### config.mk
export PLATFORM = sky130hd
export DESIGN_NAME = kart_physics
export DESIGN_NICKNAME = d
export VERILOG_FILES = /design/src/rtl/kart_physics.sv
export SDC_FILE = /design/constraint.sdc
export NUM_CORES = 1
export LEC_CHECK = 0
export CAP_MARGIN = 20
export CORE_ASPECT_RATIO = 0.75
export CORE_UTILIZATION = 34
export DETAILED_ROUTE_END_ITERATION = 8
export MAX_ROUTING_LAYER = met4
export SLEW_MARGIN = 20
export SYNTH_ARGS = -nofsm -noshare
export SYNTH_HDL_FRONTEND = slang
export SYNTH_SLANG_ARGS = --single-unit
### constraint.sdc
create_clock -name clk_in -period 16.8 [get_ports clk_in]
set_input_delay 4.2 -clock clk_in [delete_from_list [all_inputs] [get_ports clk_in]]
set_output_delay 4.2 -clock clk_in [all_outputs]
set_load 0.01 [all_outputs]
### src/rtl/kart_physics.sv
// Per-frame motion integrator for one kart: steer, then speed, then move, then publish.
// Position is kept in 11.4 fixed point; the renderer sees the integer part only.
module kart_physics #(
   parameter int START_X       = 1024,
   parameter int START_Y       = 1024,
   parameter int START_HEADING = 0,
   parameter int MAX_SPEED     = 31,
   parameter int ACCEL         = 1,
   parameter int BRAKE         = 2,
   parameter int FRICTION      = 1,
   parameter int OFFROAD_TYPE  = 0,
   parameter int OFFROAD_CAP   = 8
) (
   input  logic        clk_in,
   input  logic        rst_in,
   input  logic        new_frame_in,
   input  logic        btn_accel_in,
   input  logic        btn_brake_in,
   input  logic        btn_left_in,
   input  logic        btn_right_in,
   input  logic [3:0]  surface_in,
   output logic [10:0] x_out,
   output logic [10:0] y_out,
   output logic [3:0]  heading_out,
   output logic [5:0]  speed_out,
   output logic        busy_out,
   output logic        valid_out
);

   typedef enum logic [2:0] {S_IDLE, S_STEER, S_SPEED, S_MOVE, S_DONE} state_t;

   localparam logic [6:0] P_ACCEL    = 7'(ACCEL);
   localparam logic [6:0] P_BRAKE    = 7'(BRAKE);
   localparam logic [6:0] P_FRICTION = 7'(FRICTION);

   state_t      r_state;
   logic        r_accel, r_brake, r_left, r_right;
   logic [3:0]  r_surface;
   logic [14:0] r_pos_x, r_pos_y;
   logic [3:0]  r_heading;
   logic [5:0]  r_speed;
   logic [10:0] r_x_out, r_y_out;
   logic [3:0]  r_heading_out;
   logic [5:0]  r_speed_out;
   logic        r_busy, r_valid;

   logic [3:0]         w_heading_next;
   logic [6:0]         w_cap, w_spd, w_speed_next;
   logic signed [12:0] w_spd_s, w_cos_s, w_sin_s, w_dx, w_dy;
   logic signed [16:0] w_sum_x, w_sum_y;
   logic [14:0]        w_new_x, w_new_y;

   function automatic logic signed [5:0] cos_lut(input logic [3:0] h);
      case (h)
         4'd0:    cos_lut = 6'sd16;
         4'd1:    cos_lut = 6'sd15;
         4'd2:    cos_lut = 6'sd11;
         4'd3:    cos_lut = 6'sd6;
         4'd4:    cos_lut = 6'sd0;
         4'd5:    cos_lut = -6'sd6;
         4'd6:    cos_lut = -6'sd11;
         4'd7:    cos_lut = -6'sd15;
         4'd8:    cos_lut = -6'sd16;
         4'd9:    cos_lut = -6'sd15;
         4'd10:   cos_lut = -6'sd11;
         4'd11:   cos_lut = -6'sd6;
         4'd12:   cos_lut = 6'sd0;
         4'd13:   cos_lut = 6'sd6;
         4'd14:   cos_lut = 6'sd11;
         default: cos_lut = 6'sd15;
      endcase
   endfunction

   function automatic logic [14:0] clamp15(input logic signed [16:0] v);
      if (v[16])      clamp15 = 15'd0;
      else if (v[15]) clamp15 = 15'h7fff;
      else            clamp15 = v[14:0];
   endfunction

   always_comb begin
      w_heading_next = r_heading;
      if (r_speed != 6'd0 && (r_left ^ r_right))
         w_heading_next = r_left ? r_heading - 4'd1 : r_heading + 4'd1;
   end

   // Speed rules evaluated in 7 bits so no subtraction or addition can wrap.
   assign w_cap = (r_surface == 4'(OFFROAD_TYPE)) ? 7'(OFFROAD_CAP) : 7'(MAX_SPEED);
   assign w_spd = {1'b0, r_speed};

   always_comb begin
      w_speed_next = w_spd;
      if (w_spd > w_cap)
         w_speed_next = (w_spd >= w_cap + P_BRAKE) ? w_spd - P_BRAKE : w_cap;
      else if (r_accel && !r_brake)
         w_speed_next = (w_spd + P_ACCEL >= w_cap) ? w_cap : w_spd + P_ACCEL;
      else if (r_brake)
         w_speed_next = (w_spd >= P_BRAKE) ? w_spd - P_BRAKE : 7'd0;
      else
         w_speed_next = (w_spd >= P_FRICTION) ? w_spd - P_FRICTION : 7'd0;
   end

   assign w_spd_s = $signed({7'd0, r_speed});
   assign w_cos_s = 13'(cos_lut(r_heading));
   assign w_sin_s = 13'(cos_lut(r_heading - 4'd4));
   assign w_dx    = w_spd_s * w_cos_s;
   assign w_dy    = w_spd_s * w_sin_s;
   assign w_sum_x = $signed({2'b00, r_pos_x}) + 17'(w_dx);
   assign w_sum_y = $signed({2'b00, r_pos_y}) + 17'(w_dy);
   assign w_new_x = clamp15(w_sum_x);
   assign w_new_y = clamp15(w_sum_y);

   // NOTE: reset is sampled synchronously, so an update in flight is simply dropped.
   always_ff @(posedge clk_in) begin
      if (!rst_in) begin
         r_state       <= S_IDLE;
         r_accel       <= 1'b0;
         r_brake       <= 1'b0;
         r_left        <= 1'b0;
         r_right       <= 1'b0;
         r_surface     <= 4'd0;
         r_pos_x       <= 15'(START_X * 16);
         r_pos_y       <= 15'(START_Y * 16);
         r_heading     <= 4'(START_HEADING);
         r_speed       <= 6'd0;
         r_x_out       <= 11'(START_X);
         r_y_out       <= 11'(START_Y);
         r_heading_out <= 4'(START_HEADING);
         r_speed_out   <= 6'd0;
         r_busy        <= 1'b0;
         r_valid       <= 1'b0;
      end else begin
         r_valid <= 1'b0;
         unique case (r_state)
            S_IDLE: if (new_frame_in) begin
               r_accel   <= btn_accel_in;
               r_brake   <= btn_brake_in;
               r_left    <= btn_left_in;
               r_right   <= btn_right_in;
               r_surface <= surface_in;
               r_busy    <= 1'b1;
               r_state   <= S_STEER;
            end
            S_STEER: begin
               r_heading <= w_heading_next;
               r_state   <= S_SPEED;
            end
            S_SPEED: begin
               r_speed <= w_speed_next[5:0];
               r_state <= S_MOVE;
            end
            S_MOVE: begin
               r_pos_x <= w_new_x;
               r_pos_y <= w_new_y;
               r_state <= S_DONE;
            end
            S_DONE: begin
               r_x_out       <= r_pos_x[14:4];
               r_y_out       <= r_pos_y[14:4];
               r_heading_out <= r_heading;
               r_speed_out   <= r_speed;
               r_valid       <= 1'b1;
               r_busy        <= 1'b0;
               r_state       <= S_IDLE;
            end
            default: r_state <= S_IDLE;
         endcase
      end
   end

   assign x_out       = r_x_out;
   assign y_out       = r_y_out;
   assign heading_out = r_heading_out;
   assign speed_out   = r_speed_out;
   assign busy_out    = r_busy;
   assign valid_out   = r_valid;

endmodule

==> Yosys cells after proc, flatten, opt, wreduce, memory -nomap -nowiden <==
Memory sizes are Yosys's and may differ from the RTL's. A register that Yosys moved wholly into a read port is not among the register bits.
Index checks and enable logic that the tools add are counted.
{ "classes": {"add_sub_neg": 9, "n_mul": 2, "magnitude_cmp": 5, "eq_ne": 5, "mux": 20, "bitwise_logic": 1, "reduce_logical": 10} }
{ "ops": {"columns": ["op", "count"], "rows": [
  ["2-to-1 mux 15 bit", 4],
  ["2-to-1 mux 6 bit", 7],
  ["adder 16 x 13 -> 17 bit", 2],
  ["multiplier 7 x 6 -> 13 bit", 2],
  ["2-to-1 mux 4 bit", 3],
  ["one-hot mux 3 bit (4 select lines)", 1],
  ["adder 6 x 1 -> 7 bit (second input constant)", 1],
  ["greater-or-equal comparator 7 x 5 -> 1 bit", 1],
  ["adder 5 x 2 -> 6 bit (second input constant)", 1],
  ["equality test 3 x 2 -> 1 bit (second input constant)", 2],
  ["greater-or-equal comparator 6 x 1 -> 1 bit (second input constant)", 1],
  ["greater-or-equal comparator 6 x 2 -> 1 bit (second input constant)", 1],
  ["greater-or-equal comparator 6 bit", 1],
  ["> comparator 6 x 5 -> 1 bit", 1],
  ["AND reduction 2 bit", 3],
  ["nonzero test 6 bit", 1],
  ["subtractor 6 x 1 -> 6 bit (second input constant)", 1],
  ["subtractor 6 x 2 -> 6 bit (second input constant)", 1],
  ["2-to-1 mux 5 bit", 1],
  ["adder 4 x 1 -> 4 bit (second input constant)", 1],
  ["zero test 4 bit", 1],
  ["subtractor 4 x 1 -> 4 bit (second input constant)", 1],
  ["subtractor 4 x 3 -> 4 bit (second input constant)", 1],
  ["equality test 3 x 1 -> 1 bit (second input constant)", 1],
  ["10 further kinds", 12]
]} }
{ "totals": {"regBits": 85, "romBits": 192, "input_bits": 11, "output_inout_bits": 34, "elab_cells": 70, "mem_count": 2} }
{ "mem_list": {"columns": ["name", "words", "width", "read_ports", "rd_ports_with_merged_regs", "write_ports", "line_no", "text"], "rows": [
  ["(name not given)", 16, 6, 1, 0, 0, "54", "case (h)"],
  ["(name not given)", 16, 6, 1, 1, 0, "54", null]
]} }

==> Longest topological paths before layout <==
{ "depth": {"word_depth": 6, "depth_mapped": 24, "depth_no_buf": 22} }

==> Least setup slack after synthesis <==
OpenSTA, ideal clock, no wires.
{ "synth_timing": {"path_kind": "input -> register", "start": "input port rst_in", "end": "register, netlist name w_cos_s[4]", "setup_time_ns": 0.059, "arrival_time_ns": 5.682, "required_ns": 16.741, "slack_ns": 11.059, "stages": 7, "n_path_buf": 1, "cell_sequence": "clkbuf_1 > inv_1 > nor2_1 > inv_1 > ha_1 > or3_1 > nand2_1"} }
{ "synth_between": {"elab_chain_cells": 1} }
{ "synth_lines": {"columns": ["item", "line_no", "text"], "rows": [
  ["start, declared", "15", "input logic rst_in,"],
  ["2-to-1 mux 4 bit (no source line)", null, null]
]} }
No other way between the ends.
A chain may end at the register's enable or synchronous reset.

==> Worst setup path after layout <==
{ "layout_timing": {"start": "register r_heading[1]", "end": "register r_pos_y[13]"} }
{ "layout_between": {"elab_chain_cells": 6} }
{ "layout_lines": {"columns": ["item", "line_no", "text"], "rows": [
  ["start, declared", "40", "logic [3:0] r_heading;"],
  ["start signal, assigned", "123", "r_heading <= 4'(START_HEADING);"],
  ["start signal, assigned", "144", "r_heading <= w_heading_next;"],
  ["subtractor 4 x 3 -> 4 bit (*)", "104", "assign w_sin_s = 13'(cos_lut(r_heading - 4'd4));"],
  ["memory read (16 x 6 bit) (*)", null, null],
  ["multiplier 7 x 6 -> 13 bit (*)", "106", "assign w_dy = w_spd_s * w_sin_s;"],
  ["adder 16 x 13 -> 17 bit (*)", "108", "assign w_sum_y = $signed({2'b00, r_pos_y}) + 17'(w_dy);"],
  ["2-to-1 mux 15 bit", "76", "else if (v[15]) clamp15 = 15'h7fff;"],
  ["2-to-1 mux 15 bit (*)", "75", "if (v[16]) clamp15 = 15'd0;"],
  ["end signal, assigned", "122", "r_pos_y <= 15'(START_Y * 16);"],
  ["end signal, assigned", "153", "r_pos_y <= w_new_y;"],
  ["end, declared", "39", "logic [14:0] r_pos_x, r_pos_y;"]
]} }
Every way passes the cells marked *; elsewhere a longest branch is shown, timed or not.

==> results.md <==
* Overall power at 0.0006073 W
* Clk slew on worst S/H paths at 0.08 ns
* Min Tclk post-route at 6.582 ns
* Largest net degree at the start of global routing at 44
* Cts bufs inserted at 9
* Post-synthesis xor/xnor area fraction at 0.02807
* Worst R2R Path Depth at 20
* FF-to-FF setup slack at 10.22 ns
* Top_reg_cell synth: dfxtp_1
* Sequential fraction of the synthesis area at 0.2085
* Slew HR at 0.4503
* Asr flop ratio synth at 0
* Slew Viols, Final at 0
* Setup Total Neg Slack at 0 ns
* DR vias at 7443
* Netlist cell types at 77
* Hold crit path type: reg -> reg
* DRC violations left at 0
* Die Span Y at 140.8 um
* Global route overflow at 0
* GRT Resource Usage Total at 0.1773
* Mux contribution to synthesized area at 0.01532
* CTS max path bufs at 2
* Synthesis-to-layout area growth at 12.26%
* Wirelength per Cell at 15.42 um
* Min-Delay Path Depth at 2
* Fin. Hold Viols at 0
* Die span in x at 187.1 um
* Mapped Area at 8737 um^2
* Die footprint at 26350 um^2
* Peak supply drop at 0.06153 mV
* Core ar. at 25090 um^2
* Syn nets at 1257
* Critical path's most frequent cell: inv_1
* Status: finished clean
* CP startpoint kind: register
* Peak fanout along the critical path at 10
* Leakage at 4.489 nW
* Worst path cell trace: inv_1 > ha_1 > inv_1 > o21ai_1 > inv_1 > a21oi_1 > nor2_1 > fa_1 > fa_1 > fa_1 > inv_1 > fa_1 > inv_1 > ha_1 > a21o_1 > a21oi_1 > nand4_1 > and4_1 > nor3_1 > a22oi_1
* First-pass iteration count of the detailed router at 6
* Reg2reg start: r_heading[1]
* I/O pin count at 45
* Clock Latency Late Sink at 0.36 ns
* Crit path buffers/inverters at 5
* Fraction of layout cells with a size suffix above 1 at 0.04645
* First-pass GRT wire length at 36510 um
* Crit path max-delay family: adder cells
* Crit. End Element: register
* Final HPWL from detailed placement at 16740 um
* Final #Nets at 1277
* CP max-delay cell: fa_1
* Syn_area_per_cell at 8.143 um^2
* Critical path type: reg -> reg
* Synth Area in Simple Gates at 0.1995
* Final Setup Violations at 0
* H-tree depth at 3
* Max Cap Viol at 0
* Unrepaired setup endpoints after global routing: no
* Gpl congestion at 0.8920
* Initial drt markers at 668
* Starting Density at 0.3483
* Hold Path Origin: y_out[2]
* Arrival time worst endpoint at 6.79 ns
* Post-synth EDFFs at 0
* Setup Skew at 0.01510 ns
* Power Dens Cells at 61.92 nW/um^2
* I/O Buffers at 44
* # rows at 50
* CTS tree: yes
* Post-cts hold buffer count at 0
* Hold Path End: y_out[2]
* Post-Route WL at 22150 um
* RR Endpoint: r_pos_y[13]
* Final core utilization at 0.3910
* Number of setup buffers added after CTS at 0
* Flops & latches, synth at 91
* Synth Area in Compound Gates at 0.1736
* Clock Tree Root: clkbuf_16
* Yosys Warn Count at 0
* Fmax at 151.9 MHz
* Cells after Synth at 1073
* Antenna Violating Nets Remaining at 0
* Worst slew pin tran at 0.8246 ns
* Number of global-route vias before repair at 6997
* Critical path's largest stage delay at 0.54 ns
* Post-synthesis adder-cell area fraction at 0.2950
* DR vias/cell at 5.183
* Clock sinks at 91
* Post-CTS sizing at 0
* Ant. Diodes at 0
* Fin crit share at 0.3918
* Largest family of logic cells by synthesized area: adder cells
* Antenna violations before repair at 0
* Crit path required time at 17.01 ns
-- worst min-delay path: stages, from the launching register on --
cell and delay, ns:
dfxtp_1 0.31, nand2_1 0.05, a21oi_1 0.05
-- flip-flops by register name, indices dropped and copies added (netlist names), 6 cells and up --
register,cells
r_speed,6
speed_out,6
r_pos_y,15
x_out,11
y_out,11
w_cos_s,6
r_pos_x,15
-- layout make-up --
cell class | count | area (um^2)
clock buffers | 10 | 239.0
multi-input cells | 800 | 6222
clock inverters | 6 | 53.80
well taps | 338 | 422.9
flip-flops and latches | 91 | 1822
repair buffers | 59 | 553.0
inverters | 132 | 495.5
fillers | 2530 | 15280
-- cell families (layout without fill, tap and decap cells) --
| group | after synthesis | after routing |
|---|---|---|
| AO/OA/AOI/OAI | 234 | 234 |
| buffers and inverters | 182 | 207 |
| multiplexers | 12 | 12 |
| adder cells (fa/ha/maj) | 173 | 173 |
| AND/OR/NAND/NOR | 353 | 353 |
| flip-flops | 91 | 91 |
| XOR/XNOR | 28 | 28 |
-- how the worst max path moves through the flow --
stage	end	slack (ns)	from	cells past startpoint
floorplan	w_cos_s[4]	11.06	rst_in	7
global placement	r_pos_x[11]	10.40	rst_in	6
detailed placement	r_pos_y[13]	10.29	r_heading[0]	20
CTS	r_pos_y[13]	10.26	r_heading[1]	20
global route	r_pos_y[12]	9.66	r_heading[1]	20
finish	r_pos_y[13]	10.22	r_heading[1]	20
-- cells in the mapped netlist, types with 18 or more instances --
| cell type | count | area share |
|---|---|---|
| a21o_1 | 19 | 0.016 |
| a21oi_1 | 82 | 0.047 |
| and2_1 | 31 | 0.022 |
| clkbuf_1 | 42 | 0.018 |
| dfxtp_1 | 91 | 0.21 |
| fa_1 | 55 | 0.13 |
| ha_1 | 118 | 0.17 |
| inv_1 | 132 | 0.057 |
| nand2_1 | 147 | 0.063 |
| nor2_1 | 55 | 0.024 |
| nor3_1 | 19 | 0.011 |
| o21ai_0 | 31 | 0.018 |
| xnor2_1 | 18 | 0.018 |
-- where the power goes --
| group | switching (W) | total [W] | internal (W) |
|---|---|---|---|
| sequential | 0.0000107 | 0.000233 | 0.000223 |
| combinational | 0.000100 | 0.000167 | 0.0000670 |
| clock | 0.0000990 | 0.000206 | 0.000107 |
| total | 0.000210 | 0.000607 | 0.000397 |
-- through the flow --
stage	hold WS, ns	cells	setup WS, ns	cell area, um^2
floorplan	0.4310	1073	11.06	8737
global placement	0.4427	1420	10.40	9515
detailed placement	0.4456	1420	10.29	9515
CTS	0.4554	1436	10.26	9808
global route	0.4718	1436	9.663	9808
finish	0.4514	1436	10.22	9808
-- routing by layer --
metal,GRT usage,vias to the layer above,wire [um]
met5,-,-,0
met4,0.03149,0,170
met3,0.03012,13,1277
met2,0.2438,221,8756
met1,0.2679,3525,11940
li1,-,3684,-
-- placed cells by master (no fill, tap or decap), drive strengths merged, types with 5 or more instances in the layout --
| master | netlist | routed |
|---|---|---|
| and2 | 31 | 31 |
| a211oi | 9 | 9 |
| a2111oi | 6 | 6 |
| nor3b | 5 | 5 |
| xnor2 | 18 | 18 |
| nand2b | 11 | 11 |
| a31oi | 5 | 5 |
| inv | 132 | 136 |
| ha | 118 | 118 |
| clkbuf | 42 | 10 |
| o31ai | 5 | 5 |
| fa | 55 | 55 |
| o211ai | 7 | 7 |
| nor3 | 19 | 19 |
| nor2 | 55 | 55 |
| clkdlybuf4s50 | 0 | 44 |
| mux2i | 10 | 10 |
| buf | 8 | 15 |
| nand3 | 15 | 15 |
| nor4 | 17 | 17 |
| xor2 | 10 | 10 |
| a21oi | 82 | 82 |
| and3 | 8 | 8 |
| o21a | 10 | 10 |
| a21o | 19 | 19 |
| or3 | 8 | 8 |
| o21ai | 43 | 43 |
| nor2b | 14 | 14 |
| nand2 | 147 | 147 |
| dfxtp | 91 | 91 |
No activity file was read; power rests on OpenSTA's default activity.
